## src/rtl/tone_mixer_if.sv

```systemverilog
// tone_mixer_if: bundle between the sequencer/codec side and tone_mixer.
//   trig   [15:0] note triggers (bit i starts voice i on its rising level)
//   mute          synchronous kill of all voices
//   sample [15:0] signed mixed audio, registered in the mixer
//   active [15:0] bit i high while voice i is sounding
// Handshake: there is no valid/ready. trig is edge-sensitive: a bit that
// goes from 0 to 1 between two sampling edges starts its voice exactly
// once. sample and active are updated on every clock edge.
// master: sequencer/bench side. slave: tone_mixer side.
interface tone_mixer_if;
  logic        [15:0] trig;
  logic               mute;
  logic signed [15:0] sample;
  logic        [15:0] active;

  modport master (output trig, output mute, input sample, input active);
  modport slave  (input trig, input mute, output sample, output active);
endinterface

```

## src/rtl/tone_mixer.sv

```systemverilog
// tone_mixer: sixteen fixed-pitch square-wave voices summed into one signed
// 16-bit sample per clock.
//   clock   sample-rate clock, rising edge
//   resetn  synchronous active-low reset
//   bus     tone_mixer_if.slave (trig, mute in; sample, active out)
// Voice i has half-period BASE_HALF - i*HALF_STEP clocks and lasts NOTE_LEN
// clocks after its trigger. The summed contributions saturate to
// [-32767, +32767] before being registered into sample.
// Optional build macro TONE_MIXER_ENVELOPE_EN: magnitude decays by halves
// over each quarter of the note instead of staying at AMP.
module tone_mixer #(
  parameter int BASE_HALF = 100,
  parameter int HALF_STEP = 5,
  parameter int NOTE_LEN  = 11025,
  parameter int AMP       = 2047
) (
  input  logic         clock,
  input  logic         resetn,
  tone_mixer_if.slave  bus
);

  logic [15:0]       trig_prev;
  logic [15:0]       trig_edge;
  logic [15:0][6:0]  phase;
  logic [15:0]       level;
  logic [15:0][13:0] dur;

  logic signed [19:0] mag [16];
  logic signed [19:0] sum;
  logic signed [15:0] sat;

  // Last phase value before a toggle for voice i.
  function automatic logic [6:0] half_m1(input int i);
    return 7'(BASE_HALF - i * HALF_STEP - 1);
  endfunction

  assign trig_edge = bus.trig & ~trig_prev;

  always_ff @(posedge clock) begin
    if (!resetn) begin
      trig_prev <= '0;
      phase     <= '0;
      level     <= '0;
      dur       <= '0;
    end else begin
      // History updates even while muted so a held level never re-fires.
      trig_prev <= bus.trig;
      for (int i = 0; i < 16; i++) begin
        if (bus.mute) begin
          dur[i]   <= '0;
          phase[i] <= '0;
          level[i] <= 1'b0;
        end else if (trig_edge[i]) begin
          dur[i]   <= 14'(NOTE_LEN);
          phase[i] <= '0;
          level[i] <= 1'b1;
        end else if (dur[i] != '0) begin
          dur[i] <= dur[i] - 14'd1;
          if (phase[i] == half_m1(i)) begin
            phase[i] <= '0;
            level[i] <= ~level[i];
          end else begin
            phase[i] <= phase[i] + 7'd1;
          end
        end
      end
    end
  end

  always_comb begin
    for (int i = 0; i < 16; i++) begin
      bus.active[i] = (dur[i] != '0);
    end
  end

`ifdef TONE_MIXER_ENVELOPE_EN
  localparam int Q = NOTE_LEN / 4;

  always_comb begin
    for (int i = 0; i < 16; i++) begin
      if (dur[i] > 14'(3 * Q)) begin
        mag[i] = 20'(AMP);
      end else if (dur[i] > 14'(2 * Q)) begin
        mag[i] = 20'(AMP >> 1);
      end else if (dur[i] > 14'(Q)) begin
        mag[i] = 20'(AMP >> 2);
      end else begin
        mag[i] = 20'(AMP >> 3);
      end
    end
  end
`else
  always_comb begin
    for (int i = 0; i < 16; i++) begin
      mag[i] = 20'(AMP);
    end
  end
`endif

  // 16 voices of at most 15-bit magnitude fit comfortably in 20 bits.
  always_comb begin
    sum = '0;
    for (int i = 0; i < 16; i++) begin
      if (dur[i] != '0) begin
        sum = level[i] ? (sum + mag[i]) : (sum - mag[i]);
      end
    end
  end

  // Symmetric clamp: -32768 is deliberately never produced.
  always_comb begin
    if (sum > 20'sd32767) begin
      sat = 16'sd32767;
    end else if (sum < -20'sd32767) begin
      sat = -16'sd32767;
    end else begin
      sat = sum[15:0];
    end
  end

  always_ff @(posedge clock) begin
    if (!resetn) begin
      bus.sample <= '0;
    end else begin
      bus.sample <= sat;
    end
  end

endmodule

```

## src/flat_wrapper.sv

```systemverilog
// flat-port wrapper written by rule: the top's interface ports become plain ports
module tone_mixer_flat 
#(
  parameter int BASE_HALF = 100,
  parameter int HALF_STEP = 5,
  parameter int NOTE_LEN  = 11025,
  parameter int AMP       = 2047
)
  (clock, resetn, bus_trig, bus_mute, bus_sample, bus_active);
  tone_mixer_if bus_i ();
  input  logic clock;
  input  logic resetn;
  input wire logic [$bits(bus_i.trig)-1:0] bus_trig;
  input wire logic [$bits(bus_i.mute)-1:0] bus_mute;
  output wire logic [$bits(bus_i.sample)-1:0] bus_sample;
  output wire logic [$bits(bus_i.active)-1:0] bus_active;
  assign bus_i.trig = bus_trig;
  assign bus_i.mute = bus_mute;
  assign bus_sample = bus_i.sample;
  assign bus_active = bus_i.active;
  tone_mixer #(.BASE_HALF(BASE_HALF), .HALF_STEP(HALF_STEP), .NOTE_LEN(NOTE_LEN), .AMP(AMP)) u_core (.clock(clock), .resetn(resetn), .bus(bus_i));
endmodule
```

## config.mk

```make
export PLATFORM = sky130hd
export DESIGN_NAME = tone_mixer_flat
export DESIGN_NICKNAME = d
export VERILOG_FILES = /design/src/rtl/tone_mixer_if.sv /design/src/rtl/tone_mixer.sv /design/src/flat_wrapper.sv
export SDC_FILE = /design/constraint.sdc
export NUM_CORES = 1
export LEC_CHECK = 0
export ABC_CLOCK_PERIOD_IN_PS = 40300
export CAP_MARGIN = 10
export CORE_UTILIZATION = 51
export CTS_CLUSTER_SIZE = 20
export DETAILED_ROUTE_END_ITERATION = 10
export HOLD_SLACK_MARGIN = 0.1
export PLACE_DENSITY = 0.74
export SLEW_MARGIN = 5
export SYNTH_ARGS = -nofsm -noshare
export SYNTH_HDL_FRONTEND = slang
export SYNTH_SLANG_ARGS = --single-unit
```

## constraint.sdc

```tcl
create_clock -name clock -period 40.3 [get_ports clock]
set_input_delay 6.045 -clock clock [delete_from_list [all_inputs] [get_ports clock]]
set_output_delay 6.045 -clock clock [all_outputs]
set_load 0.005 [all_outputs]
```

# Yosys cells after proc, flatten, opt, wreduce, memory -nomap -nowiden

Index checks and enable logic that the tools add are counted.

Muxes and demuxes: 130
Reductions and logical operators: 82
Bitwise operators: 19
Order comparisons: 2
$add $sub $neg: 62
Equal/unequal tests: 16

Operator list:

| cell                                                                               | count |
|---|---|
| 20-bit 2-to-1 mux                                                                  | 32 |
| 14-bit 2-to-1 mux                                                                  | 32 |
| 20-bit by 12-bit adder with 20-bit output (second input constant)                  | 15 |
| 20-bit by 12-bit subtractor with 20-bit output (second input constant)             | 15 |
| 14-bit nonzero test                                                                | 16 |
| 14-bit by 1-bit subtractor with 14-bit output (second input constant)              | 16 |
| 7-bit by 1-bit adder with 7-bit output (second input constant)                     | 16 |
| 7-bit 2-to-1 mux                                                                   | 16 |
| 2-bit nonzero test                                                                 | 32 |
| 7-bit equality test (second input constant)                                        | 8 |
| 1-bit 2-to-1 mux                                                                   | 48 |
| 3-bit OR reduction                                                                 | 16 |
| 7-bit by 6-bit equality test with 1-bit output (second input constant)             | 6 |
| 2-bit AND reduction                                                                | 16 |
| 20-bit by 16-bit greater-than comparator with 1-bit output (second input constant) | 1 |
| 20-bit by 16-bit < comparator with 1-bit output (second input constant)            | 1 |
| 1-bit inverter                                                                     | 17 |
| 16-bit AND                                                                         | 1 |
| 16-bit 2-to-1 mux                                                                  | 1 |
| 16-bit inverter                                                                    | 1 |
| 15-bit 2-to-1 mux                                                                  | 1 |
| 7-bit by 5-bit equality test with 1-bit output (second input constant)             | 2 |
| 2-bit OR reduction                                                                 | 2 |

Logic and storage cells: 378
Register bits after elaboration: 384
Output and inout bits: 32

# Depth between registers and ports, before layout

Gate-level depths: netlist (run 1).

Depth after elaboration: 50
Mapped depth: 117

# Least setup slack after synthesis (run 1)

Ideal clock, no wire load.

Path kind: register -> register
From: register u_core.dur[0] (netlist name)
To: register u_core.bus.sample[10]
Setup slack: 20.299 ns
Arrival: 19.935 ns
Cell stages (with the launch flop): 107
Buffers on the path: 4
Required time: 40.234 ns
Setup time: 0.066 ns
Cell sequence: dfxtp_1 -> inv_1 -> ha_1 -> nand3_1 -> nor2_4 -> inv_4 -> buf_1 -> nand2_1 -> fa_1 -> inv_1 -> fa_1 -> inv_1 -> fa_1 -> a21o_1 -> nand2_1 -> ha_1 -> inv_1 -> or3_1 -> [71 not listed] -> o21ai_1 -> o21bai_1 -> ha_1 -> a21o_1 -> xnor2_1 -> nor2_1 -> a21o_1 -> ha_1 -> nand4_1 -> o21ai_1 -> mux2i_1 -> xnor3_1 -> xnor3_1 -> xnor3_2 -> or2_1 -> buf_6 -> buf_12 -> a21oi_2

Longest elaborated chain between the ends: 50
Elaborated cells on any way between the ends: 66

RTL lines:

| element                                                                                                            | RTL line            | RTL |
|---|---|---|
| start, declared                                                                                                    | tone_mixer.sv:26    | `logic [15:0][13:0] dur;` |
| start signal, assigned by index                                                                                    | tone_mixer.sv:54    | `dur[i] <= 14'(NOTE_LEN);` |
| start signal, assigned by index                                                                                    | tone_mixer.sv:58    | `dur[i] <= dur[i] - 14'd1;` |
| 14-bit nonzero test (*)                                                                                            | --                  |  |
| via bus_active[0]                                                                                                  | flat_wrapper.sv:16  | `output wire logic [$bits(bus_i.active)-1:0] bus_active;` |
| 20-bit 2-to-1 mux (*)                                                                                              | tone_mixer.sv:104   | `if (dur[i] != '0) begin` |
| 20-bit by 12-bit subtractor with 20-bit output / 20-bit by 12-bit adder with 20-bit output (equally long branches) | tone_mixer.sv:105   | `sum = level[i] ? (sum + mag[i]) : (sum - mag[i]);` |
| 20-bit 2-to-1 mux                                                                                                  | tone_mixer.sv:105   |  |
| 20-bit 2-to-1 mux (*)                                                                                              | tone_mixer.sv:104   |  |
| 20-bit by 12-bit subtractor with 20-bit output / 20-bit by 12-bit adder with 20-bit output (equally long branches) | tone_mixer.sv:105   |  |
| 20-bit 2-to-1 mux                                                                                                  | tone_mixer.sv:105   |  |
| [35 not listed]                                                                                                    | --                  |  |
| 20-bit 2-to-1 mux                                                                                                  | tone_mixer.sv:105   |  |
| 20-bit 2-to-1 mux (*)                                                                                              | tone_mixer.sv:104   |  |
| 20-bit by 12-bit subtractor with 20-bit output / 20-bit by 12-bit adder with 20-bit output (equally long branches) | tone_mixer.sv:105   |  |
| 20-bit 2-to-1 mux                                                                                                  | tone_mixer.sv:105   |  |
| 20-bit 2-to-1 mux (*)                                                                                              | tone_mixer.sv:104   |  |
| 20-bit by 16-bit < comparator with 1-bit output                                                                    | tone_mixer.sv:114   | `end else if (sum < -20'sd32767) begin` |
| 16-bit 2-to-1 mux                                                                                                  | tone_mixer.sv:114   |  |
| 15-bit 2-to-1 mux (*)                                                                                              | tone_mixer.sv:112   | `if (sum > 20'sd32767) begin` |
| end signal, assigned                                                                                               | tone_mixer.sv:125   | `bus.sample <= sat;` |
| end, declared                                                                                                      | tone_mixer_if.sv:17 | `modport slave (input trig, input mute, output sample, output active);` |

Mark *: on every way through the listed nets, which the timed path passes. The rest lies on a longest branch.
A chain may end at the register's enable or synchronous reset.

# Final worst setup path (run 1)

From: register u_core.dur[0] (netlist name)
To: register u_core.bus.sample[9]

Longest elaborated chain between the ends: 50
Elaborated cells on any way between the ends: 66

RTL lines:

| element                                                                                                            | RTL line |
|---|---|
| 14-bit nonzero test (*)                                                                                            | tone_mixer.sv:104 |
| 20-bit 2-to-1 mux (*)                                                                                              | tone_mixer.sv:104 |
| 20-bit by 12-bit subtractor with 20-bit output / 20-bit by 12-bit adder with 20-bit output (equally long branches) | tone_mixer.sv:105 |
| 20-bit 2-to-1 mux                                                                                                  | tone_mixer.sv:105 |
| 20-bit 2-to-1 mux (*)                                                                                              | tone_mixer.sv:104 |
| 20-bit by 12-bit subtractor with 20-bit output / 20-bit by 12-bit adder with 20-bit output (equally long branches) | tone_mixer.sv:105 |
| 20-bit 2-to-1 mux                                                                                                  | tone_mixer.sv:105 |
| 20-bit 2-to-1 mux (*)                                                                                              | tone_mixer.sv:104 |
| [34 not listed]                                                                                                    | -- |
| 20-bit 2-to-1 mux                                                                                                  | tone_mixer.sv:105 |
| 20-bit 2-to-1 mux (*)                                                                                              | tone_mixer.sv:104 |
| 20-bit by 12-bit subtractor with 20-bit output / 20-bit by 12-bit adder with 20-bit output (equally long branches) | tone_mixer.sv:105 |
| 20-bit 2-to-1 mux                                                                                                  | tone_mixer.sv:105 |
| 20-bit 2-to-1 mux (*)                                                                                              | tone_mixer.sv:104 |
| 20-bit by 16-bit < comparator with 1-bit output                                                                    | tone_mixer.sv:114 |
| 16-bit 2-to-1 mux                                                                                                  | tone_mixer.sv:114 |
| 15-bit 2-to-1 mux (*)                                                                                              | tone_mixer.sv:112 |

Every way passes the cells marked *; elsewhere a longest branch is shown, timed or not.

==> impl_metrics.tcl, run 1 <==
set metrics [dict create \
    outcome "finished clean" \
    cts_sinks 384 \
    clk_latency_ns 0.60 \
    synth_area_per_cell_um2 7.56 \
    start_util 0.515 \
    ys_seq_elements 384 \
    synthSimpleGateAreaFrac 0.246 \
    netlist_instances 4580 \
    overflow 0 \
    vias 33100 \
    ios 51 \
    grt_pass1_vias 30900 \
    clk_pin_slew_ns 0.06 \
    root_buffer "clkbuf_16" \
    wirelength_um 98200 \
    synth_flop_cell "dfxtp_1" \
    fin_hold_ws_ns 0.462 \
    final_hold_viol_count 0 \
    crit_path_max_incr_delay_ns 0.66 \
    wl_per_cell_um 17.9 \
    die_area_mm2 0.0689 \
    cp-start-kind "register" \
    syn_nets 4916 \
    synth_edf_count 0 \
    critical_path_class "reg2reg" \
    min_path_type "reg2reg" \
    cts_max_level 2 \
    area_growth_pct 8.35 \
    finish.instance_area_mm2 0.0375 \
    track_usage 0.277 \
    placed_area_mm2 0.0360 \
    rsz0062_at_grt "false" \
    cts_buffer_depth 3 \
    worstMarginPinSlew_ns 1.14 \
    post_cts_resized 0 \
    vias_per_cell 6.05 \
    cp_common_cell "ha_1" \
    critPathCaptureType "register" \
    die_w_um 263 \
    grt_max_degree 79 \
    drv_slew 0 \
    synth_cell_types 97 \
    finalCritPeriodShare 0.582 \
    arrival_ns 23.94 \
    synth_warnings 0 \
    antenna_found_initial 0 \
    numCtsBuffers 44 \
    timing.fmax_ghz 0.0427 \
    grt_pass1_wl_um 160000 \
    synth_top_family_by_area "simple AND/OR/NAND/NOR gates" \
    layout.nets 4906 \
    ant_nets 0 \
    synthXorXnorAreaFrac 0.133 \
    num_rows 95 \
    syn_area_mm2 0.0346 \
    async_flop_share 0 \
    finalSetupViolCount 0 \
    synth_fa_ha_area_frac 0.119 \
    clock-skew-final_ns 0.0237 \
    port_buffers 50 \
    synth_compound_area_frac 0.231 \
    drt-initial-drc-count 2390 \
    cts_tree "built" \
    max_slew_margin 0.243 \
    first_pass_iters 6 \
    setup_tns_ns 0 \
    seq_area_frac_synth 0.222 \
    place.gp.congestion 0.993 \
    maxCapViolCount 0 \
    fin_util 0.558 \
    cts_hold_repair.buffers 0 \
    antenna-diode-count 0 \
    core-area_mm2 0.0672 \
    crit_slowest_cell "nor4_1" \
    drc 0 \
    finalCriticalPeriod_ns 23.44 \
    drive_gt1_frac 0.0528 \
    die_y_um 263 \
    cts_setup_buffers 0 \
    crit_fanout 18 \
    muxShareOfSynthArea 0.0129 \
    cp.required_ns 40.80 \
    dp_hpwl_um 74700 \
]
per-stage QoR:
| step | worst slack (ns) | instances |
|---|---|---|
| global route | 15.12 | 5475 |
| detailed placement | 17.24 | 5397 |
| floorplan | 20.30 | 4580 |
| finish | 16.86 | 5475 |
| CTS | 17.13 | 5475 |
| global placement | 17.39 | 5397 |
kinds of logic (layout without fill, tap and decap cells):
group | Yosys count | in the layout
simple gates | 1746 | 1746
flops | 384 | 384
fa+ha+maj | 317 | 317
buf+inv | 325 | 347
mux | 42 | 42
xor+xnor | 493 | 493
compound gates | 1273 | 1273
metal layers:
metal / GRT usage / wire length, um / share of wire / up-vias
li1: - / - / - / 16500
met3: 0.0349 / 5430 / 0.055 / 207
met2: 0.474 / 45500 / 0.46 / 890
met1: 0.354 / 43600 / 0.44 / 15500
met5: 0 / 0 / 0 / -
met4: 0.105 / 3690 / 0.038 / 0
cells in the mapped netlist (11+ instances only):
library cell	number	share of area
nor2_1	510	0.055
nor4b_1	11	0.0028
xnor2_1	288	0.073
nand2b_1	60	0.011
xnor3_1	13	0.0085
nor3b_1	13	0.0028
nand4_1	73	0.013
a21oi_1	445	0.064
nor3_1	138	0.020
a211o_1	14	0.0035
clkbuf_1	110	0.012
mux2i_1	22	0.0064
o22ai_1	16	0.0029
inv_1	169	0.018
nand3_1	129	0.019
nand3b_1	11	0.0024
fa_1	19	0.011
a211oi_1	43	0.0093
and4_1	18	0.0046
nor4_1	61	0.011
o31ai_1	41	0.0089
o211ai_1	35	0.0076
and2_1	47	0.0085
ha_1	298	0.11
nand2_1	444	0.048
buf_1	32	0.0035
and3_1	34	0.0061
a21boi_0	22	0.0048
o41ai_1	18	0.0046
or3_1	70	0.013
dfxtp_1	384	0.22
o21ai_0	233	0.034
or4_1	30	0.0065
or2_2	23	0.0042
xor2_1	185	0.047
a21o_1	138	0.030
o21a_1	49	0.011
a31oi_1	53	0.0096
mux2_2	20	0.0065
o21bai_1	43	0.0093
nor2b_1	30	0.0054
sequential cells by signal, summed over array words and instances, names as in the netlist:
signal and flops:
u_core.bus.sample 16, u_core.phase 112, u_core.trig_prev 16, u_core.level 16
u_core.dur 224
layout by cell type, fill, tap and decap left out, types with 43 or more instances in the layout:
master / synthesis / layout
inv_1: 169 / 169
nand2b_1: 60 / 59
a211oi_1: 43 / 43
clkbuf_16: 0 / 44
clkdlybuf4s50_1: 0 / 49
a21oi_1: 445 / 445
nor3_1: 138 / 133
buf_4: 0 / 44
nand3_1: 129 / 129
o21ai_0: 233 / 233
and2_1: 47 / 47
nand4_1: 73 / 73
o21a_1: 49 / 49
a31oi_1: 53 / 53
dfxtp_1: 384 / 384
or3_1: 70 / 70
nor4_1: 61 / 58
nand2_1: 444 / 444
xnor2_1: 288 / 288
o21bai_1: 43 / 43
a21o_1: 138 / 138
ha_1: 298 / 298
nor2_1: 510 / 508
xor2_1: 185 / 185
worst paths after layout:
check,startpoint,to,slack (ns),cells past startpoint
hold reg to reg,u_core.dur[216],u_core.dur[216],0.46,2
hold / removal,u_core.dur[216],u_core.dur[216],0.46,2
setup / recovery,u_core.dur[0],u_core.bus.sample[9],16.86,103
setup reg to reg,u_core.dur[0],u_core.bus.sample[9],16.86,103
layout make-up:
| class | instances | area, um^2 |
|---|---|---|
| Clock buffer | 58 | 1250 |
| Fill cell | 6386 | 29700 |
| Inverter | 175 | 661 |
| Multi-Input combinational cell | 3871 | 25700 |
| Sequential cell | 384 | 7690 |
| Timing Repair Buffer | 94 | 826 |
| Clock inverter | 20 | 248 |
| Tap cell | 873 | 1090 |
critical path: cells and delay by family (launching register included):
family	cells	cell delay, ns
mux	1	0.28
buf+inv	9	0.98
flops	1	0.36
simple gates	29	5.12
compound gates	36	7.82
fa+ha+maj	18	6.42
xor+xnor	10	2.33
Power of run 1 is not shown: default switching activity piles up to over one toggle a cycle in this logic, so the estimate is an artifact.
==> run 2: changes to the inputs <==
Settings changed: ABC_CLOCK_PERIOD_IN_PS 40300 to 19600, PLACE_DENSITY 0.74 to 0.77.
Clock period 40.3 ns to 19.6 ns, I/O delays scaled along.
==> run 2 against run 1 <==
  * The run now ends with negative setup slack left
  * Sequential share of layout area decreased by 3.7 points
  * Final area increased by 22%
  * Critical path depth unchanged
  * Fmax increased by 19%
  * Count of clock-buffer cells in the layout increased by 2
  * Register-to-register slack got worse by 17 ns
  * Clock skew decreased by 0.0070 ns
  * Non-clock buffer count increased by 804
==> impl_metrics.tcl, run 2 (synthesized netlist as in run 1, its figures left out) <==
set metrics [dict create \
    outcome "finished with violations" \
    violations "negative setup slack" \
    grt_pass1_vias 34500 \
    first_pass_iters 6 \
    cts_sinks 384 \
    drt-initial-drc-count 2951 \
    final_cell_mix "841 x buf_4, 494 x nor2_1, 429 x nand2_1, 380 x dfxtp_1, 367 x a21oi_1" \
    crit_path_max_incr_delay_ns 0.43 \
    grt_max_degree 61 \
    regMostFlops "u_core.dur" \
    numCtsBuffers 43 \
    setup_tns_ns -1.64 \
    grt_pass1_wl_um 171000 \
    ios 51 \
    clk_latency_ns 0.59 \
    finalSetupViolCount 15 \
    final_hold_viol_count 0 \
    worstMarginPinSlew_ns 1.00 \
    area_growth_pct 32.4 \
    reg2reg_depth 103 \
    finalCriticalPeriod_ns 19.75 \
    port_buffers 50 \
    antenna_found_initial 0 \
    cts_max_level 2 \
    fin_hold_ws_ns 0.467 \
    rsz0062_at_grt "true" \
    wl_per_cell_um 18.0 \
    die_y_um 263 \
    root_buffer "clkbuf_16" \
    num_rows 95 \
    cp.required_ns 20.11 \
    fin_ws_ns -0.147 \
    mostFrequentLayoutCell "buf_4" \
    holdPathStages 2 \
    start_util 0.515 \
    die_area_mm2 0.0689 \
    cts_tree "built" \
    vias_per_cell 5.96 \
    timing.fmax_ghz 0.0506 \
    critPathCaptureType "register" \
    largestRegisters "u_core.dur x224, u_core.phase x112" \
    finalCritPeriodShare 1.01 \
    crit_fanout 14 \
    critical_path_class "reg2reg" \
    die_w_um 263 \
    dpl_worst_slack_ns -0.862 \
    multi_input_area_mm2 0.0280 \
    fin_util 0.682 \
    arrival_ns 20.26 \
    reg2reg_slack_ns -0.15 \
    place.gp.congestion 1.01 \
    wirelength_um 113000 \
    cts_hold_repair.buffers 0 \
    whs_endpoint "u_core.dur[124]" \
    track_usage 0.295 \
    fill_cells 5288 \
    crit_slowest_cell "or3_4" \
    regArea_mm2 0.00769 \
    vias 37400 \
    overflow 0 \
    hp-start "u_core.dur[124]" \
    min_path_type "reg2reg" \
    largest_reg_flops 224 \
    max_slew_margin 0.323 \
    r2r-start "u_core.dur[7]" \
    clock-skew-final_ns 0.0168 \
    cts_buffer_depth 3 \
    drive_gt1_frac 0.258 \
    worst_r2r_endpoint "u_core.bus.sample[7]" \
    maxCapViolCount 0 \
    layout.nets 5709 \
    cp-start-kind "register" \
    drc 0 \
    ant_nets 0 \
    clk_pin_slew_ns 0.06 \
    drv_slew 0 \
    dp_hpwl_um 80300 \
    core-area_mm2 0.0672 \
]
run 2: cell types whose count changed in the layout (fill, tap and decap cells not counted), sizes merged:
| cell | before | now |
|---|---|---|
| clkinvlp | 4 | 2 |
| clkbuf | 58 | 61 |
| buf | 45 | 848 |
| diode | 0 | 2 |
| clkinv | 10 | 8 |
| inv | 177 | 176 |
| bufinv | 4 | 3 |
run 2: worst max-delay path, delay by kind of cell (launching register included):
family                     cells  cell delay, ns
muxes                          2            0.40
AOI/OAI and AO/OA             37            6.81
buffers and inverters         11            1.36
and+or+nand+nor               27            4.32
adders and majority gates     16            4.44
DFF                            1            0.34
xor gates and xnor gates      10            1.93
run 2: worst max-delay path by stage:
stage	cells after the start	start	end	slack, ns
finish	103	u_core.dur[7]	u_core.bus.sample[7]	-0.15
global route	106	u_core.dur[7]	u_core.bus.sample[7]	-0.87
CTS	109	u_core.dur[1]	u_core.bus.sample[14]	0.004
detailed placement	102	u_core.dur[1]	u_core.bus.sample[13]	-0.86
global placement	104	u_core.dur[0]	u_core.bus.sample[13]	-0.38
floorplan	107	u_core.dur[0]	u_core.bus.sample[10]	0.009
run 2: through the flow:
step,cells,cell area (um^2)
finish,6277,45800
global route,6275,45800
CTS,6178,43200
detailed placement,6081,41200
global placement,6081,41200
floorplan,4580,34700
run 2: layout make-up:
class | instances | share of cell area
Inverter | 175 | 0.0145
Clock inverter | 14 | 0.00434
Antenna cell | 2 | 0.000109
Clock buffer | 60 | 0.0268
Multi-Input combinational cell | 3871 | 0.612
Sequential cell | 384 | 0.168
Tap cell | 873 | 0.0238
Timing Repair Buffer | 898 | 0.151
run 2: metal layers:
layer / GRT usage / up-vias / wire length, um
met1: 0.373 / 17600 / 47200
li1: - / 18100 / -
met5: 0 / - / 0
met3: 0.0290 / 381 / 6940
met4: 0.127 / 0 / 5550
met2: 0.511 / 1353 / 53200
run 2: repair_timing:
| action | CTS | global route |
|---|---|---|
| setup buffers | 23 | 96 |
| gates resized for setup | 84 | 399 |
| cloned | 0 | 1 |
| pin swaps | 30 | 218 |
| setup endpoints to repair | 16 | 16 |
Power of run 2 is left out for the same reason.
